**config.mk**
```make
export PLATFORM = sky130hd
export DESIGN_NAME = ps2_key_gen_flat
export DESIGN_NICKNAME = d
export VERILOG_FILES = /design/src/rtl/ps2_key_pkg.sv /design/src/rtl/ps2_key_gen_if.sv /design/src/rtl/ps2_frame_rx.sv /design/src/rtl/ps2_key_gen.sv /design/src/flat_wrapper.sv
export SDC_FILE = /design/constraint.sdc
export NUM_CORES = 1
export LEC_CHECK = 0
export BUFFER_PORTS_ARGS = -buffer_cell sky130_fd_sc_hd__buf_4
export CAP_MARGIN = 10
export CORE_UTILIZATION = 55
export CTS_CLUSTER_SIZE = 30
export DETAILED_ROUTE_END_ITERATION = 7
export PLACE_DENSITY = 0.73
export SLEW_MARGIN = 20
export SYNTH_ARGS = -nofsm -noshare
export SYNTH_HDL_FRONTEND = slang
export SYNTH_SLANG_ARGS = --single-unit
```
**constraint.sdc**
```tcl
create_clock -name clk_sys -period 2.7 [get_ports clk_sys]
set_input_delay 0.27 -clock clk_sys [delete_from_list [all_inputs] [get_ports clk_sys]]
set_output_delay 0.27 -clock clk_sys [all_outputs]
set_load 0.03 [all_outputs]
```
**src/rtl/ps2_key_pkg.sv**
```systemverilog
// Shared constants, decoder state type and ps2_key field positions for the PS/2 key generator.
package ps2_key_pkg;

  localparam logic [7:0] PFX_EXT   = 8'hE0;
  localparam logic [7:0] PFX_BRK   = 8'hF0;
  localparam logic [7:0] PFX_PAUSE = 8'hE1;

  // Pause sends E1 followed by seven bytes that carry no key of their own
  localparam logic [2:0] PAUSE_SKIP = 3'd7;

  localparam int KEY_TOGGLE  = 10;
  localparam int KEY_PRESSED = 9;
  localparam int KEY_EXT     = 8;

  typedef enum logic [1:0] {
    IDLE,
    PREFIX,
    SKIP
  } dec_state_t;

  // Keyboard housekeeping replies, ignored only when no prefix is pending
  function automatic logic is_idle_noise(input logic [7:0] b);
    case (b)
      8'hAA, 8'hFA, 8'hFE, 8'hEE, 8'h00, 8'hFF: return 1'b1;
      default:                                  return 1'b0;
    endcase
  endfunction

endpackage

```
**src/rtl/ps2_key_gen_if.sv**
```systemverilog
// PS/2 pin inputs and ps2_key event outputs bundled between the generator and its consumer.
interface ps2_key_gen_if;
  logic        ps2_clk;
  logic        ps2_data;
  logic [10:0] ps2_key;
  logic        key_strobe;
  logic        frame_err;

  modport master (
    input  ps2_clk,
    input  ps2_data,
    output ps2_key,
    output key_strobe,
    output frame_err
  );

  modport slave (
    output ps2_clk,
    output ps2_data,
    input  ps2_key,
    input  key_strobe,
    input  frame_err
  );
endinterface

```
**src/rtl/ps2_frame_rx.sv**
```systemverilog
// PS/2 frame receiver: synchronisers, clock glitch filter, 11-bit framing and mid-frame watchdog.
// Odd-parity checking is compiled in only when PS2_KEY_PARITY_CHECK_EN is defined.
module ps2_frame_rx #(
  parameter int FILT_LEN = 8,
  parameter int TIMEOUT  = 20000
) (
  input  logic       clk,
  input  logic       rst,
  input  logic       ps2_clk,
  input  logic       ps2_data,
  output logic [7:0] rx_byte,
  output logic       byte_valid,
  output logic       frame_err
);

  localparam int FW = $clog2(FILT_LEN + 1);
  localparam int WW = $clog2(TIMEOUT + 1);

  logic [1:0]    clk_sync_q, clk_sync_d;
  logic [1:0]    data_sync_q, data_sync_d;
  logic          filt_clk_q, filt_clk_d;
  logic [FW-1:0] filt_cnt_q, filt_cnt_d;
  logic [3:0]    bit_cnt_q, bit_cnt_d;
  logic [7:0]    shift_q, shift_d;
  logic [WW-1:0] wd_cnt_q, wd_cnt_d;
  logic          fall;
  logic          data_bit;
  logic          parity_ok;

  assign data_bit = data_sync_q[1];
  assign rx_byte  = shift_q;

  always_comb begin
    clk_sync_d  = {clk_sync_q[0], ps2_clk};
    data_sync_d = {data_sync_q[0], ps2_data};
    filt_clk_d  = filt_clk_q;
    filt_cnt_d  = filt_cnt_q;
    bit_cnt_d   = bit_cnt_q;
    shift_d     = shift_q;
    wd_cnt_d    = wd_cnt_q;
    fall        = 1'b0;
    byte_valid  = 1'b0;
    frame_err   = 1'b0;

    // The filtered clock flips only after FILT_LEN disagreeing samples in a row
    if (clk_sync_q[1] == filt_clk_q) begin
      filt_cnt_d = '0;
    end else if (filt_cnt_q == FW'(FILT_LEN - 1)) begin
      filt_clk_d = ~filt_clk_q;
      filt_cnt_d = '0;
      fall       = filt_clk_q;
    end else begin
      filt_cnt_d = filt_cnt_q + 1'b1;
    end

    if (bit_cnt_q == 4'd0 || fall) wd_cnt_d = '0;
    else                           wd_cnt_d = wd_cnt_q + 1'b1;

    if (fall) begin
      case (bit_cnt_q)
        4'd0: begin
          if (!data_bit) bit_cnt_d = 4'd1;
          else           frame_err = 1'b1;
        end
        4'd9: bit_cnt_d = 4'd10;
        4'd10: begin
          bit_cnt_d = 4'd0;
          if (data_bit && parity_ok) byte_valid = 1'b1;
          else                       frame_err  = 1'b1;
        end
        default: begin
          shift_d   = {data_bit, shift_q[7:1]};
          bit_cnt_d = bit_cnt_q + 4'd1;
        end
      endcase
    end else if (bit_cnt_q != 4'd0 && wd_cnt_q == WW'(TIMEOUT - 1)) begin
      bit_cnt_d = 4'd0;
      wd_cnt_d  = '0;
      frame_err = 1'b1;
    end
  end

  always_ff @(posedge clk or posedge rst) begin
    if (rst) begin
      clk_sync_q  <= 2'b11;
      data_sync_q <= 2'b11;
      filt_clk_q  <= 1'b1;
      filt_cnt_q  <= '0;
      bit_cnt_q   <= '0;
      shift_q     <= '0;
      wd_cnt_q    <= '0;
    end else begin
      clk_sync_q  <= clk_sync_d;
      data_sync_q <= data_sync_d;
      filt_clk_q  <= filt_clk_d;
      filt_cnt_q  <= filt_cnt_d;
      bit_cnt_q   <= bit_cnt_d;
      shift_q     <= shift_d;
      wd_cnt_q    <= wd_cnt_d;
    end
  end

`ifdef PS2_KEY_PARITY_CHECK_EN
  logic par_q, par_d;

  // Running XOR over data and parity bits; odd parity leaves it at 1
  always_comb begin
    par_d = par_q;
    if (fall) begin
      if (bit_cnt_q == 4'd0)       par_d = 1'b0;
      else if (bit_cnt_q <= 4'd9)  par_d = par_q ^ data_bit;
    end
  end

  always_ff @(posedge clk or posedge rst) begin
    if (rst) par_q <= 1'b0;
    else     par_q <= par_d;
  end

  assign parity_ok = par_q;
`else
  assign parity_ok = 1'b1;
`endif

endmodule

```
**src/rtl/ps2_key_gen.sv**
```systemverilog
// PS/2 keyboard to ps2_key event word: frame receiver plus E0/F0/E1 prefix-stripping decoder.
// Define PS2_KEY_PARITY_CHECK_EN to reject frames with bad odd parity.
module ps2_key_gen
  import ps2_key_pkg::*;
#(
  parameter int FILT_LEN = 8,
  parameter int TIMEOUT  = 20000
) (
  input  logic          clk_sys,
  input  logic          RESET,
  ps2_key_gen_if.master bus
);

  logic [7:0]  rx_byte;
  logic        rx_valid;
  logic        rx_err;

  dec_state_t  state_q;
  logic        ext_q;
  logic        brk_q;
  logic [2:0]  skip_q;
  logic [10:0] key_q;
  logic        strobe_q;
  logic        err_q;

  ps2_frame_rx #(
    .FILT_LEN (FILT_LEN),
    .TIMEOUT  (TIMEOUT)
  ) u_rx (
    .clk        (clk_sys),
    .rst        (RESET),
    .ps2_clk    (bus.ps2_clk),
    .ps2_data   (bus.ps2_data),
    .rx_byte    (rx_byte),
    .byte_valid (rx_valid),
    .frame_err  (rx_err)
  );

  // A broken frame abandons any prefix or Pause sequence in progress
  always_ff @(posedge clk_sys or posedge RESET) begin
    if (RESET) begin
      state_q  <= IDLE;
      ext_q    <= 1'b0;
      brk_q    <= 1'b0;
      skip_q   <= '0;
      key_q    <= '0;
      strobe_q <= 1'b0;
      err_q    <= 1'b0;
    end else begin
      strobe_q <= 1'b0;
      err_q    <= rx_err;
      if (rx_err) begin
        state_q <= IDLE;
        ext_q   <= 1'b0;
        brk_q   <= 1'b0;
        skip_q  <= '0;
      end else if (rx_valid) begin
        case (state_q)
          SKIP: begin
            skip_q <= skip_q - 3'd1;
            if (skip_q == 3'd1) state_q <= IDLE;
          end
          default: begin
            if (rx_byte == PFX_EXT) begin
              ext_q   <= 1'b1;
              state_q <= PREFIX;
            end else if (rx_byte == PFX_BRK) begin
              brk_q   <= 1'b1;
              state_q <= PREFIX;
            end else if (state_q == IDLE && rx_byte == PFX_PAUSE) begin
              skip_q  <= PAUSE_SKIP;
              state_q <= SKIP;
            end else if (!(state_q == IDLE && is_idle_noise(rx_byte))) begin
              key_q[KEY_TOGGLE]  <= ~key_q[KEY_TOGGLE];
              key_q[KEY_PRESSED] <= ~brk_q;
              key_q[KEY_EXT]     <= ext_q;
              key_q[7:0]         <= rx_byte;
              strobe_q           <= 1'b1;
              ext_q              <= 1'b0;
              brk_q              <= 1'b0;
              state_q            <= IDLE;
            end
          end
        endcase
      end
    end
  end

  assign bus.ps2_key    = key_q;
  assign bus.key_strobe = strobe_q;
  assign bus.frame_err  = err_q;

endmodule

```
**src/flat_wrapper.sv**
```systemverilog
// flat-port wrapper written by rule: the top's interface ports become plain ports
module ps2_key_gen_flat import ps2_key_pkg::*;
#(
  parameter int FILT_LEN = 8,
  parameter int TIMEOUT  = 20000
)
  (clk_sys, RESET, bus_ps2_clk, bus_ps2_data, bus_ps2_key, bus_key_strobe, bus_frame_err);
  ps2_key_gen_if bus_i ();
  input  logic clk_sys;
  input  logic RESET;
  input wire logic [$bits(bus_i.ps2_clk)-1:0] bus_ps2_clk;
  input wire logic [$bits(bus_i.ps2_data)-1:0] bus_ps2_data;
  output wire logic [$bits(bus_i.ps2_key)-1:0] bus_ps2_key;
  output wire logic [$bits(bus_i.key_strobe)-1:0] bus_key_strobe;
  output wire logic [$bits(bus_i.frame_err)-1:0] bus_frame_err;
  assign bus_i.ps2_clk = bus_ps2_clk;
  assign bus_i.ps2_data = bus_ps2_data;
  assign bus_ps2_key = bus_i.ps2_key;
  assign bus_key_strobe = bus_i.key_strobe;
  assign bus_frame_err = bus_i.frame_err;
  ps2_key_gen #(.FILT_LEN(FILT_LEN), .TIMEOUT(TIMEOUT)) u_core (.clk_sys(clk_sys), .RESET(RESET), .bus(bus_i));
endmodule
```
After elaboration in Yosys (flattened, before gate mapping)
Index checks and enable logic that the tools add are counted.
- $add $sub $neg: 4
- eq/ne operators: 27
- mux-type cells: 58
- bitwise operators: 11
- reductions and logical operators: 21
- operators by type and width (operator ; number):
    == test 8 bit, second input constant ; 8
    2-to-1 mux 15 bit ; 3
    2-to-1 mux 1 bit ; 34
    2-to-1 mux 4 bit ; 5
    2-to-1 mux 3 bit ; 6
    inequality test 3 x 1 -> 1 bit, second input constant ; 6
    2-to-1 mux 2 bit ; 8
    adder 15 x 1 -> 15 bit, second input constant ; 1
    == test 15 bit, second input constant ; 1
    case mux 4 bit (3 select lines) ; 1
    NOT 1 bit ; 11
    AND reduction 5 bit ; 2
    adder 4 x 1 -> 4 bit, second input constant ; 2
    == test 4 bit, second input constant ; 2
    logical NOT 8 bit ; 1
    AND reduction 7 bit ; 1
    inequality test 3 x 2 -> 1 bit, second input constant ; 2
    inequality test 6 x 2 -> 1 bit, second input constant ; 1
    AND reduction 2 bit ; 3
    OR reduction 6 bit ; 1
    == test 4 x 3 -> 1 bit, second input constant ; 1
    logical NOT 4 bit ; 1
    inequality test 2 x 1 -> 1 bit, second input constant ; 2
    AND reduction 4 bit ; 1
    14 further kinds ; 17
- flip-flop bits (word level): 56
- bits of input ports: 4
- output and inout port bits: 13
- word-level logic and storage cells: 135

Logic depth before layout (Yosys ltp)
Gate-level depths: netlist of the first run.
- depth in word-level cells: 17
- mapped depth: 9
- depth with buffers taken out: 7

Hierarchy
Synthesis of the first run repeated with hierarchy kept, for this count alone.
- cell total of the unflattened synthesis: 246
- area total of the unflattened synthesis: 2813.9 um^2
- modules (own cells, without submodules) (module ; times used ; cells an instance ; area an instance (um^2) ; seq. area each (um^2)):
    ps2_frame_rx ; 1 ; 158 ; 1764.2 ; 907.1
    ps2_key_gen ; 1 ; 88 ; 1049.8 ; 500.5

Worst setup path before layout of the first run
Ideal clock, no wire load.
- path type: register to register
- start point: register u_core.u_rx.shift_q[1] (netlist: u_core.u_rx.rx_byte[1])
- end point: register u_core.key_q[0] (netlist: u_core.bus.ps2_key[0])
- library setup time: 0.125 ns
- arrival: 2.081 ns
- data required time: 2.575 ns
- setup slack: 0.494 ns
- stages on the path, launching flop included: 7
- path buffers: 2
- clock period less this slack: 2.206 ns
- path through: dfrtp_1 -> or4b_1 -> o41a_1 -> and3_1 -> buf_6 -> buf_12 -> mux2_4
- word-level cells in the longest chain between the ends: 12
- elaborated cells on any way between the ends: 24
- classes of those cells: 8 x eq/ne; 7 x mux; 4 x bitwise; 5 x reduce/logical
- ends and longest elaborated chain (what ; RTL line ; source):
    start, declared ; ps2_frame_rx.sv:24 ; logic [7:0] shift_q, shift_d;
    start signal, assigned ; ps2_frame_rx.sv:98 ; shift_q <= shift_d;
    == test 8 bit or logical NOT 8 bit (tied branches) ; ps2_key_pkg.sv:23 ; case (b)
    OR reduction 6 bit ; ps2_key_pkg.sv:23 ;
    2-to-1 mux 1 bit ; ps2_key_pkg.sv:23 ;
    2-to-1 mux 1 bit ; ps2_key_gen.sv:70 ; end else if (state_q == IDLE && rx_byte == PFX_PAUSE) begin
    2-to-1 mux 1 bit ; ps2_key_gen.sv:67 ; end else if (rx_byte == PFX_BRK) begin
    2-to-1 mux 1 bit ; ps2_key_gen.sv:64 ; if (rx_byte == PFX_EXT) begin
    2-to-1 mux 1 bit ; ps2_key_gen.sv:58 ; case (state_q)
    2-to-1 mux 1 bit ; ps2_key_gen.sv:57 ; end else if (rx_valid) begin
    2-to-1 mux 1 bit ; ps2_key_gen.sv:52 ; if (rx_err) begin
    logical AND 1 bit ; ps2_key_gen.sv:73 ; end else if (!(state_q == IDLE && is_idle_noise(rx_byte))) begin
    NOT 1 bit (no source line) ; -- ;
    AND reduction 7 bit (no source line) * ; -- ;
    end signal, assigned by index ; ps2_key_gen.sv:74 ; key_q[KEY_TOGGLE] <= ~key_q[KEY_TOGGLE];
    end signal, assigned by index ; ps2_key_gen.sv:75 ; key_q[KEY_PRESSED] <= ~brk_q;
    end signal, assigned by index ; ps2_key_gen.sv:76 ; key_q[KEY_EXT] <= ext_q;
    end, declared ; ps2_key_gen.sv:22 ; logic [10:0] key_q;
Every way passes the cells marked *; elsewhere a longest branch is shown, timed or not. The select of a mux whose other input is x is not followed.
A chain may end at the register's enable or synchronous reset.

Worst setup path in the final report of the first run
- start point: register u_core.u_rx.bit_cnt_q[0]
- end point: register u_core.key_q[6] (netlist: u_core.bus.ps2_key[6])
- word-level cells in the longest chain between the ends: 6
- elaborated cells on any way between the ends: 11
- classes of those cells: 1 x eq/ne; 5 x mux; 1 x bitwise; 4 x reduce/logical
- ends and longest elaborated chain (what ; RTL line ; source):
    start, declared ; ps2_frame_rx.sv:23 ; logic [3:0] bit_cnt_q, bit_cnt_d;
    start signal, assigned ; ps2_frame_rx.sv:97 ; bit_cnt_q <= bit_cnt_d;
    parallel branches: the longest is 5 deep, another holds == test 4 bit ; -- ;
    AND reduction 7 bit (no source line) * ; -- ;
Mark *: on every way between the ends.

==> reports/metrics.yaml, run 1 <==
run_status:
  status: "completed"
yosys:
  synth.area.mux_share_pct: 8.76
  synthesis.nets: 258
  syn_area_um2: 2670
  synth_top_family_by_area: "simple AND/OR/NAND/NOR gates"
  synthXorXnorAreaFrac_pct: 5.25
  synthTopCellsByArea: "dfrtp_1 48%, dfstp_2 4.9%, mux2_2 4.6%"
  ys_seq_area_share_pct: 52.7
  synth-main-ff-cell: "dfrtp_1"
  synthSimpleGateAreaFrac_pct: 17.7
  synth_edf_count: 0
  synth_warnings: 0
  yosys.area_share.adder_pct: 3.75
  ys_types: 48
  synth-compound-area-share_pct: 8.06
  synth_top_area_share_pct: 47.8
  syn-instance-count: 246
  synth.avg_cell_area_um2: 10.9
  synthArstFlopShare_pct: 100
  yosys.area.top_type: "dfrtp_1"
  ys_seq_elements: 56
critical_path:
  crit_path_start_kind: "register"
  slowest_delay_ns: 0.44
  path_buf_inv: 2
  crit_type: "reg2reg"
  required_ns: 2.91
  path_cells: "inv_1 -> ha_1 -> and4b_1 -> nand3_1 -> a31oi_1 -> and3_1 -> buf_4 -> mux2_2"
  worst-path-max-fanout: 10
  crit_family: "simple AND/OR/NAND/NOR gates"
  crit_path_end_kind: "register"
  cp.arrival_ns: 2.66
  critical-path-slowest-cell: "dfrtp_1"
timing:
  min_period_over_period_pct: 90.8
  hold_viol: 0
  rsz0062_at_grt: "false"
  relSlewSlack_pct: 42.5
  whs_ns: 0.0667
  worst_slew_pin_slew_ns: 0.855
  fin_tns_setup_ns: 0
  setup_viol_count_final: 0
  period_minus_slack_ns: 2.45
  finClkSkew_ns: 0.0134
  slew_violations: 0
  fmax_mhz: 408
placement:
  hpwl_mm: 3.27
  gp_congestion: 0.822
  port_buffers: 16
  dp_cells: 315
detailed_routing:
  vias_per_cell: 5.60
  wl_per_cell_um: 13.8
  routed-via-count: 1815
  drt_drc_violations_left: 0
  routed_wl_mm: 4.49
  dr.pass1.iters: 4
  initialDrtViolationCount: 110
  ant_nets: 0
power:
  p_sw_share_pct: 23.2
  seqPwrFrac_pct: 62.7
  p_comb_share_pct: 5.9
  p_clk_share_pct: 31.4
  intPower_uw: 1100
  powerDensity_nw_per_um2: 483
  ir_drop_uv: 313
  switching_power_uw: 332
  leakage_uw: 0.00130
clock_tree:
  cts_tree: "built"
  ctsHtreeMaxLevel: 2
  cts_root_buf: "clkbuf_8"
  cts_resized: 0
  clk_pin_slew_ns: 0.10
  clk_path_buf_depth: 2
  clk_latency_ns: 0.31
  cts_buffers: 5
  cts_sinks: 56
  cts_setup_buffers: 0
die:
  fp.dieArea_um2: 5140
  rows: 24
  start_util_pct: 59.3
  chipWidth_um: 71.7
  core_um2: 4500
  die_h_um: 71.7
  ios: 17
worst_hold_path:
  holdCritPathClass: "in2reg"
finish:
  multiInputGateArea_um2: 1160
  post-route-util_pct: 65.6
  regArea_um2: 1410
  final_cells: 324
  syn_to_final_growth_pct: 10.7
  layout_commonest_cell: "dfrtp_1"
  drive_gt1_share_pct: 21.7
  fillCellCount: 370
  nets: 283
  layout_common_cells: "51 x dfrtp_1, 29 x nor2_1, 22 x buf_4, 17 x nand2_1, 14 x inv_1"
  n_antenna_cell: 0
grt:
  antenna_found_initial: 0
  grtUsageTotal_pct: 19.8
  grt_max_degree: 27
  grt_pass1_wl_mm: 7.80
  grt_pass1_vias: 1737
  grt_overflow: 0
run:
  max_cap_violations: 0
## through the flow
| step | worst slack [ns] | power [uW] | instance area (um2) |
|---|---|---|---|
| 2_1_floorplan | 0.494 | 970 | 2670 |
| 3_3_place_gp | 0.279 | 992 | 2860 |
| 3_5_place_dp | 0.232 | 998 | 2860 |
| 4_1_cts | 0.233 | 1450 | 2960 |
| 5_1_grt | 0.0879 | 1490 | 2960 |
| 6_report | 0.249 | 1430 | 2960 |
## cell type report
type | instances | share of cell area [%]
clock buffer | 6 | 2.46
timing repair buffer | 23 | 5.93
sequential | 56 | 47.6
multi-input combinational | 170 | 39.3
clock inverter | 2 | 0.550
inverter | 15 | 1.91
tap | 52 | 2.20
## logic make-up after synthesis
group / after synthesis
flip-flops: 56
AND/OR/NAND/NOR: 94
XOR/XNOR: 16
multiplexers: 19
buffers and inverters: 20
adder cells (fa/ha/maj): 8
AO/OA/AOI/OAI: 33
## power groups by stage
stage	sequential [uW]	clock (uW)	combinational (uW)
final	894	448	84.7
after global routing	900	494	99.7
after CTS	895	468	87.9
after detailed placement	911	0	86.7
after global placement	908	0	83.4
after floorplan	905	0	65.4
## repair_timing
item	4_1_cts	5_1_grt
setup endpoints to repair	0	0
hold buffers	1	0
hold endpoints to repair	12	0
## synth_stat cells, drive strengths merged (2+ instances only)
library cell,count
a211oi,2
a21oi,10
a22oi,2
a31oi,2
and2,2
and3,3
buf,4
dfrtp,51
dfstp,5
ha,8
inv,15
mux2,17
mux2i,2
nand2,17
nand2b,3
nand3,12
nand4,5
nor2,29
nor2b,2
nor3,9
nor4,3
o21ai,6
o31ai,2
or2,2
or4b,3
xnor2,8
xor2,8
## layer usage
metal | GRT usage [%] | wire (um)
met5 | 0 | 0
met4 | 7.19 | 72
met3 | 4.64 | 145
met2 | 33.0 | 2150
met1 | 25.4 | 2110
## final timing paths
check / slack (ns) / from / cells past startpoint / end
hold reg to reg: 0.36 / u_core.u_rx.clk_sync_q[0] / 0 / u_core.u_rx.clk_sync_q[1]
setup / recovery: 0.25 / u_core.u_rx.bit_cnt_q[0] / 8 / u_core.bus.ps2_key[6]
setup reg to reg: 0.25 / u_core.u_rx.bit_cnt_q[0] / 8 / u_core.bus.ps2_key[6]
max in group asynchronous: 1.58 / RESET / 4 / u_core.u_rx.filt_clk_q
hold / removal: 0.07 / bus_ps2_data / 1 / u_core.u_rx.data_sync_q[0]
min in group asynchronous: 0.44 / RESET / 3 / u_core.u_rx.wd_cnt_q[6]
## registers in the layout (all words and copies together), names as in the netlist
signal	cells
u_core.u_rx.filt_cnt_q	4
u_core.u_rx.wd_cnt_q	15
u_core.u_rx.data_sync_q	2
u_core.brk_q	1
u_core.u_rx.rx_byte	8
u_core.bus.frame_err	1
u_core.bus.ps2_key	11
u_core.u_rx.bit_cnt_q	4
u_core.skip_q	3
u_core.u_rx.filt_clk_q	1
u_core.ext_q	1
u_core.state_q	2
u_core.u_rx.clk_sync_q	2
u_core.bus.key_strobe	1
Note: power is estimated with default switching activity, not from simulation.
==> run 2, diff against run 1 <==
--- a/config.mk
+++ b/config.mk
@@ -5,12 +5,13 @@
 export SDC_FILE = /design/constraint.sdc
 export NUM_CORES = 1
 export LEC_CHECK = 0
+export ABC_AREA = 1
 export BUFFER_PORTS_ARGS = -buffer_cell sky130_fd_sc_hd__buf_4
 export CAP_MARGIN = 10
-export CORE_UTILIZATION = 55
+export CORE_UTILIZATION = 50
 export CTS_CLUSTER_SIZE = 30
 export DETAILED_ROUTE_END_ITERATION = 7
-export PLACE_DENSITY = 0.73
+export PLACE_DENSITY = 0.68
 export SLEW_MARGIN = 20
 export SYNTH_ARGS = -nofsm -noshare
 export SYNTH_HDL_FRONTEND = slang
==> reports/metrics.yaml, run 2 <==
die:
  start_util_pct: 52.1  # -7.2 points
  ios: 17  # unchanged
  fp.dieArea_um2: 6050  # +18%
  rows: 27  # +13%
  die_h_um: 77.8  # +8.5%
  chipWidth_um: 77.8  # +8.5%
  core_um2: 5510  # +22%
detailed_routing:
  routed-via-count: 2147  # +18%
  routed_wl_mm: 4.91  # +9.4%
  vias_per_cell: 4.95  # -12%
  wl_per_cell_um: 11.3  # -18%
  drt_drc_violations_left: 0  # unchanged
  initialDrtViolationCount: 143  # +30%
  dr.pass1.iters: 4  # unchanged
  ant_nets: 0  # unchanged
timing:
  fin_tns_setup_ns: 0  # unchanged
  min_period_over_period_pct: 66.5  # -24 points
  period_minus_slack_ns: 1.80  # -0.655 ns
  fmax_mhz: 557  # +36%
  whs_ns: 0.0667  # -0.0000603 ns
  relSlewSlack_pct: 55.1  # +13 points
  slew_violations: 0  # unchanged
  finClkSkew_ns: 0.00740  # -0.00601 ns
  hold_viol: 0  # unchanged
  rsz0062_at_grt: "false"
  worst_slew_pin_slew_ns: 0.673  # -0.182 ns
  setup_viol_count_final: 0  # unchanged
critical_path:
  crit_type: "reg2reg"
  reg2regPathDepth: 8  # unchanged
  worst-path-max-fanout: 17  # +7
  crit_path_end_kind: "register"
  crit_path_start_kind: "register"
  cp.arrival_ns: 2.00  # -0.66 ns
  critical-path-slowest-cell: "dfrtp_1"
  required_ns: 2.90  # about the same
  path_cells: "inv_1 -> ha_1 -> nand3_1 -> nand2_1 -> nor2_2 -> nand2_2 -> o21ai_0 -> a22o_1"
  slowest_delay_ns: 0.44  # about the same
yosys:
  netlist_top_cells_count: "86 x nand2_1, 51 x dfrtp_1, 38 x inv_1, 37 x nor2_1, 18 x nand3_1"
  synth_edf_count: 0  # unchanged
  synth_top_area_share_pct: 44.5  # -3.3 points
  syn_area_um2: 2870  # +7.5%
  ys_types: 33  # -31%
  synthesis.nets: 352  # +36%
  ys_seq_area_share_pct: 49.0  # -3.7 points
  yosys.cell_count.top_type: "nand2_1"
  synth-main-ff-cell: "dfrtp_1"
  yosys.area.top_type: "dfrtp_1"
  synthTopCellsByArea: "dfrtp_1 44%, nand2_1 11%, inv_1 5.0%"
  synthArstFlopShare_pct: 100  # unchanged
  synth.avg_cell_area_um2: 8.44  # -22%
  ys_seq_elements: 56  # unchanged
  syn-instance-count: 340  # +38%
  synth_warnings: 0  # unchanged
clock_tree:
  cts_setup_buffers: 0  # unchanged
  cts_hold_buf: 0  # -1
  cts_tree: "built"
  clk_path_buf_depth: 2  # unchanged
  ctsHtreeMaxLevel: 2  # unchanged
  cts_sinks: 56  # unchanged
  cts_root_buf: "clkbuf_8"
  cts_buffers: 5  # unchanged
  clk_latency_ns: 0.30  # about the same
  clk_pin_slew_ns: 0.10  # about the same
  cts_resized: 0  # unchanged
grt:
  grtUsageTotal_pct: 18.2  # -1.7 points
  antenna_found_initial: 0  # unchanged
  grt_pass1_wl_mm: 8.78  # +13%
  grt_overflow: 0  # unchanged
  grt_pass1_vias: 2048  # +18%
  grt_max_degree: 57  # +110%
power:
  total_power_uw: 1430  # +0.16%
  ir_drop_uv: 263  # -16%
  leakage_uw: 0.00153  # +18%
  powerDensity_nw_per_um2: 454  # -6.0%
finish:
  largest_reg_flops: 15  # unchanged
  regArea_um2: 1410  # unchanged
  layout_commonest_cell: "nand2_1"
  fillCellCount: 498  # +35%
  syn_to_final_growth_pct: 9.76
  drive_gt1_share_pct: 18.5  # -3.2 points
  final_cells: 434  # +34%
  post-route-util_pct: 57.2  # -8.4 points
  n_antenna_cell: 0  # unchanged
  layout_common_cells: "86 x nand2_1, 51 x dfrtp_1, 37 x inv_1, 37 x nor2_1, 18 x nand3_1"
  multiInputGateArea_um2: 1250  # +7.6%
  nets: 373  # +32%
  largest-register: "u_core.u_rx.wd_cnt_q"
placement:
  hpwl_mm: 3.56  # +8.7%
  gp_congestion: 0.806  # -2.0%
  port_buffers: 16  # unchanged
  dp_cells: 426  # +35%
run_status:
  status: "completed"
worst_hold_path:
  holdCritPathClass: "in2reg"
  min_delay_path_depth: 1  # unchanged
run:
  max_cap_violations: 0  # unchanged
-- run 2: final cells by class --
type                    count  area share [%]
flip-flops and latches     56            44.7
multi-input cells         233            39.7
inverters                  48            5.72
repair buffers             17            4.05
well taps                  72            2.86
clock buffers               7            2.74
clock inverters             1           0.238
-- run 2: path summary, 6_finish.rpt --
| kind | startpoint | endpoint | slack [ns] |
|---|---|---|---|
| setup / recovery | u_core.u_rx.bit_cnt_q[0] | u_core.u_rx.bit_cnt_q[3] | 0.90 |
| hold / removal | bus_ps2_clk | u_core.u_rx.clk_sync_q[0] | 0.07 |
| setup reg to reg | u_core.u_rx.bit_cnt_q[0] | u_core.u_rx.bit_cnt_q[3] | 0.90 |
| hold reg to reg | u_core.u_rx.data_sync_q[0] | u_core.u_rx.data_sync_q[1] | 0.36 |
| max in group asynchronous | RESET | u_core.state_q[0] | 2.11 |
| min in group asynchronous | RESET | u_core.u_rx.filt_cnt_q[1] | 0.15 |
-- run 2: kinds of logic (layout without fill, tap and decap cells) --
| logic type | Yosys count | after routing | share of synthesized area (%) |
|---|---|---|---|
| and+or+nand+nor | 171 | 171 | 27.9 |
| DFF | 56 | 56 | 49.0 |
| buffers and inverters | 51 | 73 | 7.37 |
| AOI/OAI and AO/OA | 45 | 45 | 9.46 |
| xor gates and xnor gates | 9 | 9 | 2.75 |
| adders and majority gates | 8 | 8 | 3.49 |
-- run 2: stage by stage --
step	instance area (um2)	worst slack [ns]
after floorplan	2870	1.07
after global placement	3060	0.939
after detailed placement	3060	0.910
after CTS	3150	0.904
after global routing	3150	0.686
final	3150	0.904
-- run 2: worst max-delay path: cells and delay by family (launching register included) --
| family | cells | cell delay, ns |
|---|---|---|
| AND/OR/NAND/NOR | 4 | 0.54 |
| buffers and inverters | 1 | 0.12 |
| flip-flops | 1 | 0.44 |
| AO/OA/AOI/OAI | 2 | 0.43 |
| adder cells (fa/ha/maj) | 1 | 0.17 |
-- run 2: routing by layer --
layer | vias up | global-route usage [%] | share of wire, %
met1 | 985 | 23.9 | 49
met5 | - | 0 | 0
met4 | 0 | 6.60 | 1.2
li1 | 1116 | - | -
met2 | 40 | 29.7 | 46
met3 | 6 | 3.53 | 3.9
-- run 2: report_power, final --
| group | internal [uW] | switching, uW |
|---|---|---|
| combinational | 28.6 | 47.3 |
| sequential | 869 | 18.5 |
| clock | 209 | 257 |
| total | 1110 | 323 |
